===== config.mk =====
export PLATFORM = sky130hd
export DESIGN_NAME = data_cache_controller
export DESIGN_NICKNAME = d
export VERILOG_FILES = /design/src/rtl/dcache_pkg.sv /design/src/rtl/dcache_line_array.sv /design/src/rtl/data_cache_controller.sv
export SDC_FILE = /design/constraint.sdc
export NUM_CORES = 2
export LEC_CHECK = 0
export ABC_AREA = 0
export CAP_MARGIN = 20
export CORE_MARGIN = 8
export CORE_UTILIZATION = 40
export DETAILED_ROUTE_END_ITERATION = 10
export SETUP_SLACK_MARGIN = 0.05
export SLEW_MARGIN = 25
export SYNTH_ARGS = -nofsm -noshare
export SYNTH_HDL_FRONTEND = slang
export SYNTH_SLANG_ARGS = --single-unit

===== constraint.sdc =====
create_clock -name CLOCK -period 35.3 [get_ports CLOCK]
set_clock_uncertainty 0.2 [all_clocks]
set_input_delay 7.06 -clock CLOCK [delete_from_list [all_inputs] [get_ports CLOCK]]
set_output_delay 7.06 -clock CLOCK [all_outputs]
set_load 0.05 [all_outputs]

===== src/rtl/dcache_pkg.sv =====
// Shared definitions for the direct-mapped data cache: FSM states, address
// field layout and block/word geometry.
package dcache_pkg;

    typedef enum logic [1:0] {
        IDLE      = 2'd0,
        WRITEBACK = 2'd1,
        ALLOCATE  = 2'd2,
        UPDATE    = 2'd3
    } state_t;

    localparam int ADDR_BITS       = 32;
    localparam int BLOCK_ADDR_BITS = 28;
    localparam int BLOCK_BITS      = 128;
    localparam int WORD_BITS       = 32;
    localparam int BYTE_BITS       = 8;
    localparam int BYTES_PER_WORD  = WORD_BITS / BYTE_BITS;
    localparam int WORDS_PER_BLOCK = BLOCK_BITS / WORD_BITS;
    localparam int BYTES_PER_BLOCK = BLOCK_BITS / BYTE_BITS;
    localparam int WORD_LSB        = 2;
    localparam int WORD_SEL_BITS   = 2;
    localparam int INDEX_LSB       = 4;

endpackage


===== src/rtl/dcache_line_array.sv =====
// Tag/valid/dirty/data storage for the cache lines: asynchronous read,
// byte-enabled word write and full-line fill on the rising clock edge.
module dcache_line_array
    import dcache_pkg::*;
#(
    parameter int INDEX_BITS = 3,
    parameter int TAG_BITS   = BLOCK_ADDR_BITS - INDEX_BITS
) (
    input  logic                      clk,
    input  logic                      srst,
    input  logic [INDEX_BITS-1:0]     rd_index,
    output logic                      rd_valid,
    output logic                      rd_dirty,
    output logic [TAG_BITS-1:0]       rd_tag,
    output logic [BLOCK_BITS-1:0]     rd_data,
    input  logic                      wr_en,
    input  logic [INDEX_BITS-1:0]     wr_index,
    input  logic [WORD_SEL_BITS-1:0]  wr_word,
    input  logic [BYTES_PER_WORD-1:0] wr_byteen,
    input  logic [WORD_BITS-1:0]      wr_data,
    input  logic                      fill_en,
    input  logic [INDEX_BITS-1:0]     fill_index,
    input  logic [TAG_BITS-1:0]       fill_tag,
    input  logic [BLOCK_BITS-1:0]     fill_data
);

    localparam int LINES = 1 << INDEX_BITS;

    logic [LINES-1:0]      valid_reg;
    logic [LINES-1:0]      dirty_reg;
    logic [TAG_BITS-1:0]   tag_mem  [LINES];
    logic [BLOCK_BITS-1:0] data_mem [LINES];

    logic [BLOCK_BITS-1:0] wr_mask;
    logic [BLOCK_BITS-1:0] wr_block;

    // Spread the word store across the block: each byte lane is enabled only
    // when it belongs to the addressed word and its byte enable is set.
    genvar gi;
    generate
        for (gi = 0; gi < BYTES_PER_BLOCK; gi++) begin : g_lane
            assign wr_mask[gi*BYTE_BITS +: BYTE_BITS] =
                {BYTE_BITS{(wr_word == WORD_SEL_BITS'(gi / BYTES_PER_WORD)) &&
                           wr_byteen[gi % BYTES_PER_WORD]}};
            assign wr_block[gi*BYTE_BITS +: BYTE_BITS] =
                wr_data[(gi % BYTES_PER_WORD)*BYTE_BITS +: BYTE_BITS];
        end
    endgenerate

    always_ff @(posedge clk) begin
        if (srst) begin
            valid_reg <= '0;
            dirty_reg <= '0;
        end else if (fill_en) begin
            valid_reg[fill_index] <= 1'b1;
            dirty_reg[fill_index] <= 1'b0;
        end else if (wr_en) begin
            dirty_reg[wr_index] <= 1'b1;
        end
    end

    // Line contents are not reset; an invalid line is never reported as a hit.
    always_ff @(posedge clk) begin
        if (fill_en) begin
            tag_mem[fill_index]  <= fill_tag;
            data_mem[fill_index] <= fill_data;
        end else if (wr_en) begin
            data_mem[wr_index] <= (data_mem[wr_index] & ~wr_mask) | (wr_block & wr_mask);
        end
    end

    assign rd_valid = valid_reg[rd_index];
    assign rd_dirty = dirty_reg[rd_index];
    assign rd_tag   = tag_mem[rd_index];
    assign rd_data  = data_mem[rd_index];

endmodule


===== src/rtl/data_cache_controller.sv =====
// Direct-mapped, write-back, write-allocate data cache controller with a
// blocking CPU interface and a 128-bit block memory interface.
module data_cache_controller
    import dcache_pkg::*;
#(
    parameter int INDEX_BITS = 3
) (
    input  logic                       CLOCK,
    input  logic                       RESET,
    input  logic                       CPU_READ,
    input  logic                       CPU_WRITE,
    input  logic [ADDR_BITS-1:0]       CPU_ADDRESS,
    input  logic [BYTES_PER_WORD-1:0]  CPU_BYTEEN,
    input  logic [WORD_BITS-1:0]       CPU_WRITEDATA,
    output logic [WORD_BITS-1:0]       CPU_READDATA,
    output logic                       CPU_BUSYWAIT,
    output logic                       MEM_READ,
    output logic                       MEM_WRITE,
    output logic [BLOCK_ADDR_BITS-1:0] MEM_ADDRESS,
    output logic [BLOCK_BITS-1:0]      MEM_WRITEDATA,
    input  logic [BLOCK_BITS-1:0]      MEM_READDATA,
    input  logic                       MEM_BUSYWAIT
);

    localparam int TAG_BITS = BLOCK_ADDR_BITS - INDEX_BITS;

    state_t                     state_reg;
    logic                       first_reg;
    logic [TAG_BITS-1:0]        req_tag_reg;
    logic [INDEX_BITS-1:0]      req_index_reg;
    logic [BLOCK_BITS-1:0]      fill_data_reg;

    logic [TAG_BITS-1:0]        addr_tag;
    logic [INDEX_BITS-1:0]      addr_index;
    logic [WORD_SEL_BITS-1:0]   addr_word;
    logic                       request;
    logic                       hit;
    logic                       wr_en;
    logic                       fill_en;
    logic                       line_valid;
    logic                       line_dirty;
    logic [TAG_BITS-1:0]        line_tag;
    logic [BLOCK_BITS-1:0]      line_data;
    logic [WORDS_PER_BLOCK-1:0][WORD_BITS-1:0] line_words;
    logic                       unused_addr_bits;

    assign addr_tag         = CPU_ADDRESS[ADDR_BITS-1 -: TAG_BITS];
    assign addr_index       = CPU_ADDRESS[INDEX_LSB +: INDEX_BITS];
    assign addr_word        = CPU_ADDRESS[WORD_LSB +: WORD_SEL_BITS];
    assign unused_addr_bits = ^CPU_ADDRESS[WORD_LSB-1:0];

    // Read and write together is treated as no request at all.
    assign request = CPU_READ ^ CPU_WRITE;
    assign hit     = line_valid && (line_tag == addr_tag);

    assign CPU_BUSYWAIT = !RESET && request && !((state_reg == IDLE) && hit);
    assign line_words   = line_data;
    assign CPU_READDATA = RESET ? '0 : line_words[addr_word];

    assign wr_en   = !RESET && (state_reg == IDLE) && CPU_WRITE && !CPU_READ && hit;
    assign fill_en = !RESET && (state_reg == UPDATE);

    dcache_line_array #(
        .INDEX_BITS (INDEX_BITS),
        .TAG_BITS   (TAG_BITS)
    ) u_lines (
        .clk        (CLOCK),
        .srst       (RESET),
        .rd_index   (addr_index),
        .rd_valid   (line_valid),
        .rd_dirty   (line_dirty),
        .rd_tag     (line_tag),
        .rd_data    (line_data),
        .wr_en      (wr_en),
        .wr_index   (addr_index),
        .wr_word    (addr_word),
        .wr_byteen  (CPU_BYTEEN),
        .wr_data    (CPU_WRITEDATA),
        .fill_en    (fill_en),
        .fill_index (req_index_reg),
        .fill_tag   (req_tag_reg),
        .fill_data  (fill_data_reg)
    );

    // first_reg marks the opening cycle of a transfer, during which the
    // memory's busy flag is not yet trustworthy and is ignored.
    always_ff @(posedge CLOCK) begin
        if (RESET) begin
            state_reg     <= IDLE;
            first_reg     <= 1'b0;
            req_tag_reg   <= '0;
            req_index_reg <= '0;
            fill_data_reg <= '0;
            MEM_READ      <= 1'b0;
            MEM_WRITE     <= 1'b0;
            MEM_ADDRESS   <= '0;
            MEM_WRITEDATA <= '0;
        end else begin
            case (state_reg)
                IDLE: begin
                    if (request && !hit) begin
                        req_tag_reg   <= addr_tag;
                        req_index_reg <= addr_index;
                        first_reg     <= 1'b1;
                        if (line_valid && line_dirty) begin
                            state_reg     <= WRITEBACK;
                            MEM_WRITE     <= 1'b1;
                            MEM_ADDRESS   <= {line_tag, addr_index};
                            MEM_WRITEDATA <= line_data;
                        end else begin
                            state_reg   <= ALLOCATE;
                            MEM_READ    <= 1'b1;
                            MEM_ADDRESS <= {addr_tag, addr_index};
                        end
                    end
                end
                WRITEBACK: begin
                    first_reg <= 1'b0;
                    if (!first_reg && !MEM_BUSYWAIT) begin
                        state_reg   <= ALLOCATE;
                        first_reg   <= 1'b1;
                        MEM_WRITE   <= 1'b0;
                        MEM_READ    <= 1'b1;
                        MEM_ADDRESS <= {req_tag_reg, req_index_reg};
                    end
                end
                ALLOCATE: begin
                    first_reg <= 1'b0;
                    if (!first_reg && !MEM_BUSYWAIT) begin
                        state_reg     <= UPDATE;
                        MEM_READ      <= 1'b0;
                        fill_data_reg <= MEM_READDATA;
                    end
                end
                UPDATE: begin
                    state_reg <= IDLE;
                end
                default: begin
                    state_reg <= IDLE;
                end
            endcase
        end
    end

endmodule


==> results.tsv <==
stage	metric	value	unit
final_layout	drive_gt1_share	12.2	%
run_status	status	completed	
cts	path_clk_slew	60	ps
global_route	grt_usage	24.5	%
sta	worstMarginPinSlew	1140	ps
sta	final-hold-violation-count	0	
sta	min_period	20330	ps
min_path	min_delay_path_depth	2	
final_layout	mostFrequentLayoutCell	edfxtp_1	
final_layout	area_growth	18.2	%
cts	tritoncts	done	
yosys	ys_seq_area_share	69.9	%
yosys	synth_cells	4464	
cts	clock-root-buffer	clkbuf_16	
sta	setup-violations-final	0	
setup_path	reg2reg_depth	11	
setup_path	startpoint	CPU_ADDRESS[6]	
cts	clock_path_buffers	3	
run	cap_violations	0	
global_route	globalRouteOverflowTotal	0	
floorplan	ios	392	
setup_path	start_kind	input pin	
routing	dr_wl_met3	21.8	mm
cts	postCtsResizedCells	0	
routing	dr_wl_met2	96.4	mm
yosys	syn_nets	4670	
sta	setup_tns	0	ps
routing	drt-total-wl	214	mm
yosys	yosys_warnings	0	
cts	numClockSinks	1557	
cts	cts_buffers	163	
power	vdd_drop_max	0.0000501	V
setup_path	r2r-start	u_lines.tag_mem[6][24]	
min_path	min_path_type	register to register	
cts	post_cts_buffers	0	
floorplan	rows	144	
global_route	grt_max_degree	163	
min_path	min_from	fill_data_reg[22]	
sta	finalMaxSlewViolations	0	
setup_path	crit_type	input pin to primary output	
cts	postCtsHoldBufs	0	
final_layout	nets	4968	
global_route	grt_pass1_wl	301	mm
floorplan	die_x	410	um
yosys	yosysUniqueCellTypes	67	
setup_path	cp.required	28040	ps
floorplan	initial_utilization	40.3	%
placed_design	io_buffers	389	
cts	clkLatencyLatePin	820	ps
routing	met1_length	88.4	mm
sta	fmax	0.0492	GHz
setup_path	endpoint_kind	primary output	
routing	drc_errors	0	
routing	routedWlPerCell	30.8	um
setup_path	worstPathMaxFanout	42	
sta	period_share	57.6	%
placed_design	placed_area	67900	um2
routing	drtPass1Iterations	8	
routing	drtIter0Drc	5221	
floorplan	coreArea	154000	um2
sta	max_slew_margin	23.9	%
final_layout	top_register	u_lines.data_mem	
power	p_leak	23.9	nW
final_layout	largest_reg_flops	1024	
routing	vias_per_cell	6.04	
final_layout	layout.cells.non_filler	6953	
global_route	grt_pass1_vias	39647	
setup_path	cp.arrival	13070	ps
final_layout	reg_top3	u_lines.data_mem (1024), u_lines.tag_mem (200)	
routing	num_vias	42005	
placed_design	place_hpwl	132	mm
floorplan	dieHeight	410	um
global_route	antenna_found_initial	13	
yosys	synth_ff_type	edfxtp_1	
floorplan	dieArea	168000	um2
sta	rsz0062_at_grt	false	
sta	hold_ws	254	ps
yosys	syn_avg_cell_area	13.9	um2
placed_design	dp.cells	6638	
yosys	synth-edff-count	1224	
yosys	yosys_register_bits	1557	
yosys	async_flop_share	0	%
yosys	syn_area	62100	um2
routing	postRouteAntennaNets	0	
final_layout	finish.instance_area	73400	um2
cts	htreeDepth	4	
routing	top_layer	met5	
power	power_density	58.3	nW/um2
final_layout	final_cell_mix	edfxtp_1 (1224), nand2_1 (580), clkdlybuf4s50_1 (383)	
placed_design	gp_congestion	0.822	
## synthesized netlist by cell type, types with 7 or more instances
| cell | n | share of area, % |
|---|---|---|
| a211oi_1 | 16 | 0.19 |
| a211oi_2 | 120 | 2.4 |
| a21oi_1 | 231 | 1.9 |
| a221oi_1 | 113 | 1.6 |
| a222oi_1 | 9 | 0.15 |
| a22o_1 | 102 | 1.4 |
| a22oi_1 | 230 | 2.8 |
| a31oi_1 | 141 | 1.4 |
| and2_1 | 7 | 0.070 |
| and3_1 | 103 | 1.0 |
| buf_1 | 24 | 0.15 |
| buf_2 | 63 | 0.51 |
| buf_4 | 12 | 0.15 |
| buf_6 | 8 | 0.15 |
| buf_8 | 11 | 0.27 |
| clkbuf_1 | 235 | 1.4 |
| dfxtp_1 | 333 | 11 |
| edfxtp_1 | 1224 | 59 |
| inv_1 | 21 | 0.13 |
| mux2_2 | 35 | 0.63 |
| mux2i_1 | 131 | 2.1 |
| mux4_2 | 56 | 2.0 |
| nand2_1 | 582 | 3.5 |
| nand2b_1 | 36 | 0.36 |
| nand3_1 | 11 | 0.089 |
| nand4_1 | 31 | 0.31 |
| nor2_1 | 112 | 0.68 |
| nor2b_1 | 24 | 0.24 |
| o211ai_1 | 11 | 0.13 |
| o21ai_0 | 293 | 2.4 |
| o31ai_1 | 29 | 0.35 |
| xnor2_1 | 11 | 0.16 |
## worst max-delay path, cell delays in order
cell and delay (ps):
buf_4 350, buf_4 560, buf_4 660, nor2b_1 250
and2_4 460, buf_4 610, buf_4 660, a22o_1 250
a221oi_1 50, and3_1 370, mux4_2 500, nor2_1 200
clkdlybuf4s50_1 890
## final timing paths
| path | to | slack, ps |
|---|---|---|
| worst min register to register | fill_data_reg[22] | 250 |
| worst max register to register | u_lines.data_mem[2][87] | 29350 |
| worst min-delay path | fill_data_reg[22] | 250 |
| worst max-delay path | CPU_READDATA[13] | 14970 |
## where the power goes
| group | internal (W) | switching [W] |
|---|---|---|
| Combinational | 0.000136 | 0.000336 |
| Sequential | 0.00204 | 0.0000296 |
| Clock | 0.00100 | 0.000738 |
## cells by family (layout without fill, tap and decap cells)
group,count (synthesis),count (layout),synth area share [%]
flip-flops,1557,1557,69.9
AO/OA/AOI/OAI,1340,1340,15.3
buffers and inverters,375,815,2.76
AND/OR/NAND/NOR,947,947,6.85
XOR/XNOR,13,13,0.183
other,0,5,0
adder cells (fa/ha/maj),5,5,0.101
multiplexers,227,227,4.88
## layer usage
| layer | track usage [%] | vias to the layer above |
|---|---|---|
| met5 | 0 | - |
| met1 | 34.2 | 21304 |
| li1 | - | 18003 |
| met2 | 37.6 | 2333 |
| met3 | 5.83 | 355 |
| met4 | 8.06 | 10 |
## layout make-up
cell class              count  area [um2]
flip-flops and latches   1557       43400
diodes                      5        12.5
well taps                2044        2560
clock inverters            62         835
multi-input cells        2532       17200
repair buffers            486        4730
inverters                  22        82.6
clock buffers             245        4620
fillers                 13530       80800
## per-stage QoR
| stage | power (W) | worst slack (ps) | utilization, % |
|---|---|---|---|
| final | 0.00429 | 14970 | 47.6 |
| after CTS | 0.00429 | 15000 | 47.6 |
| after global routing | 0.00440 | 14900 | 47.6 |
| after floorplan | 0.00237 | 16270 | - |
| after detailed placement | 0.00258 | 15010 | 44.0 |
| after global placement | 0.00257 | 15060 | 44.0 |
(Power assumes the default switching activity.)
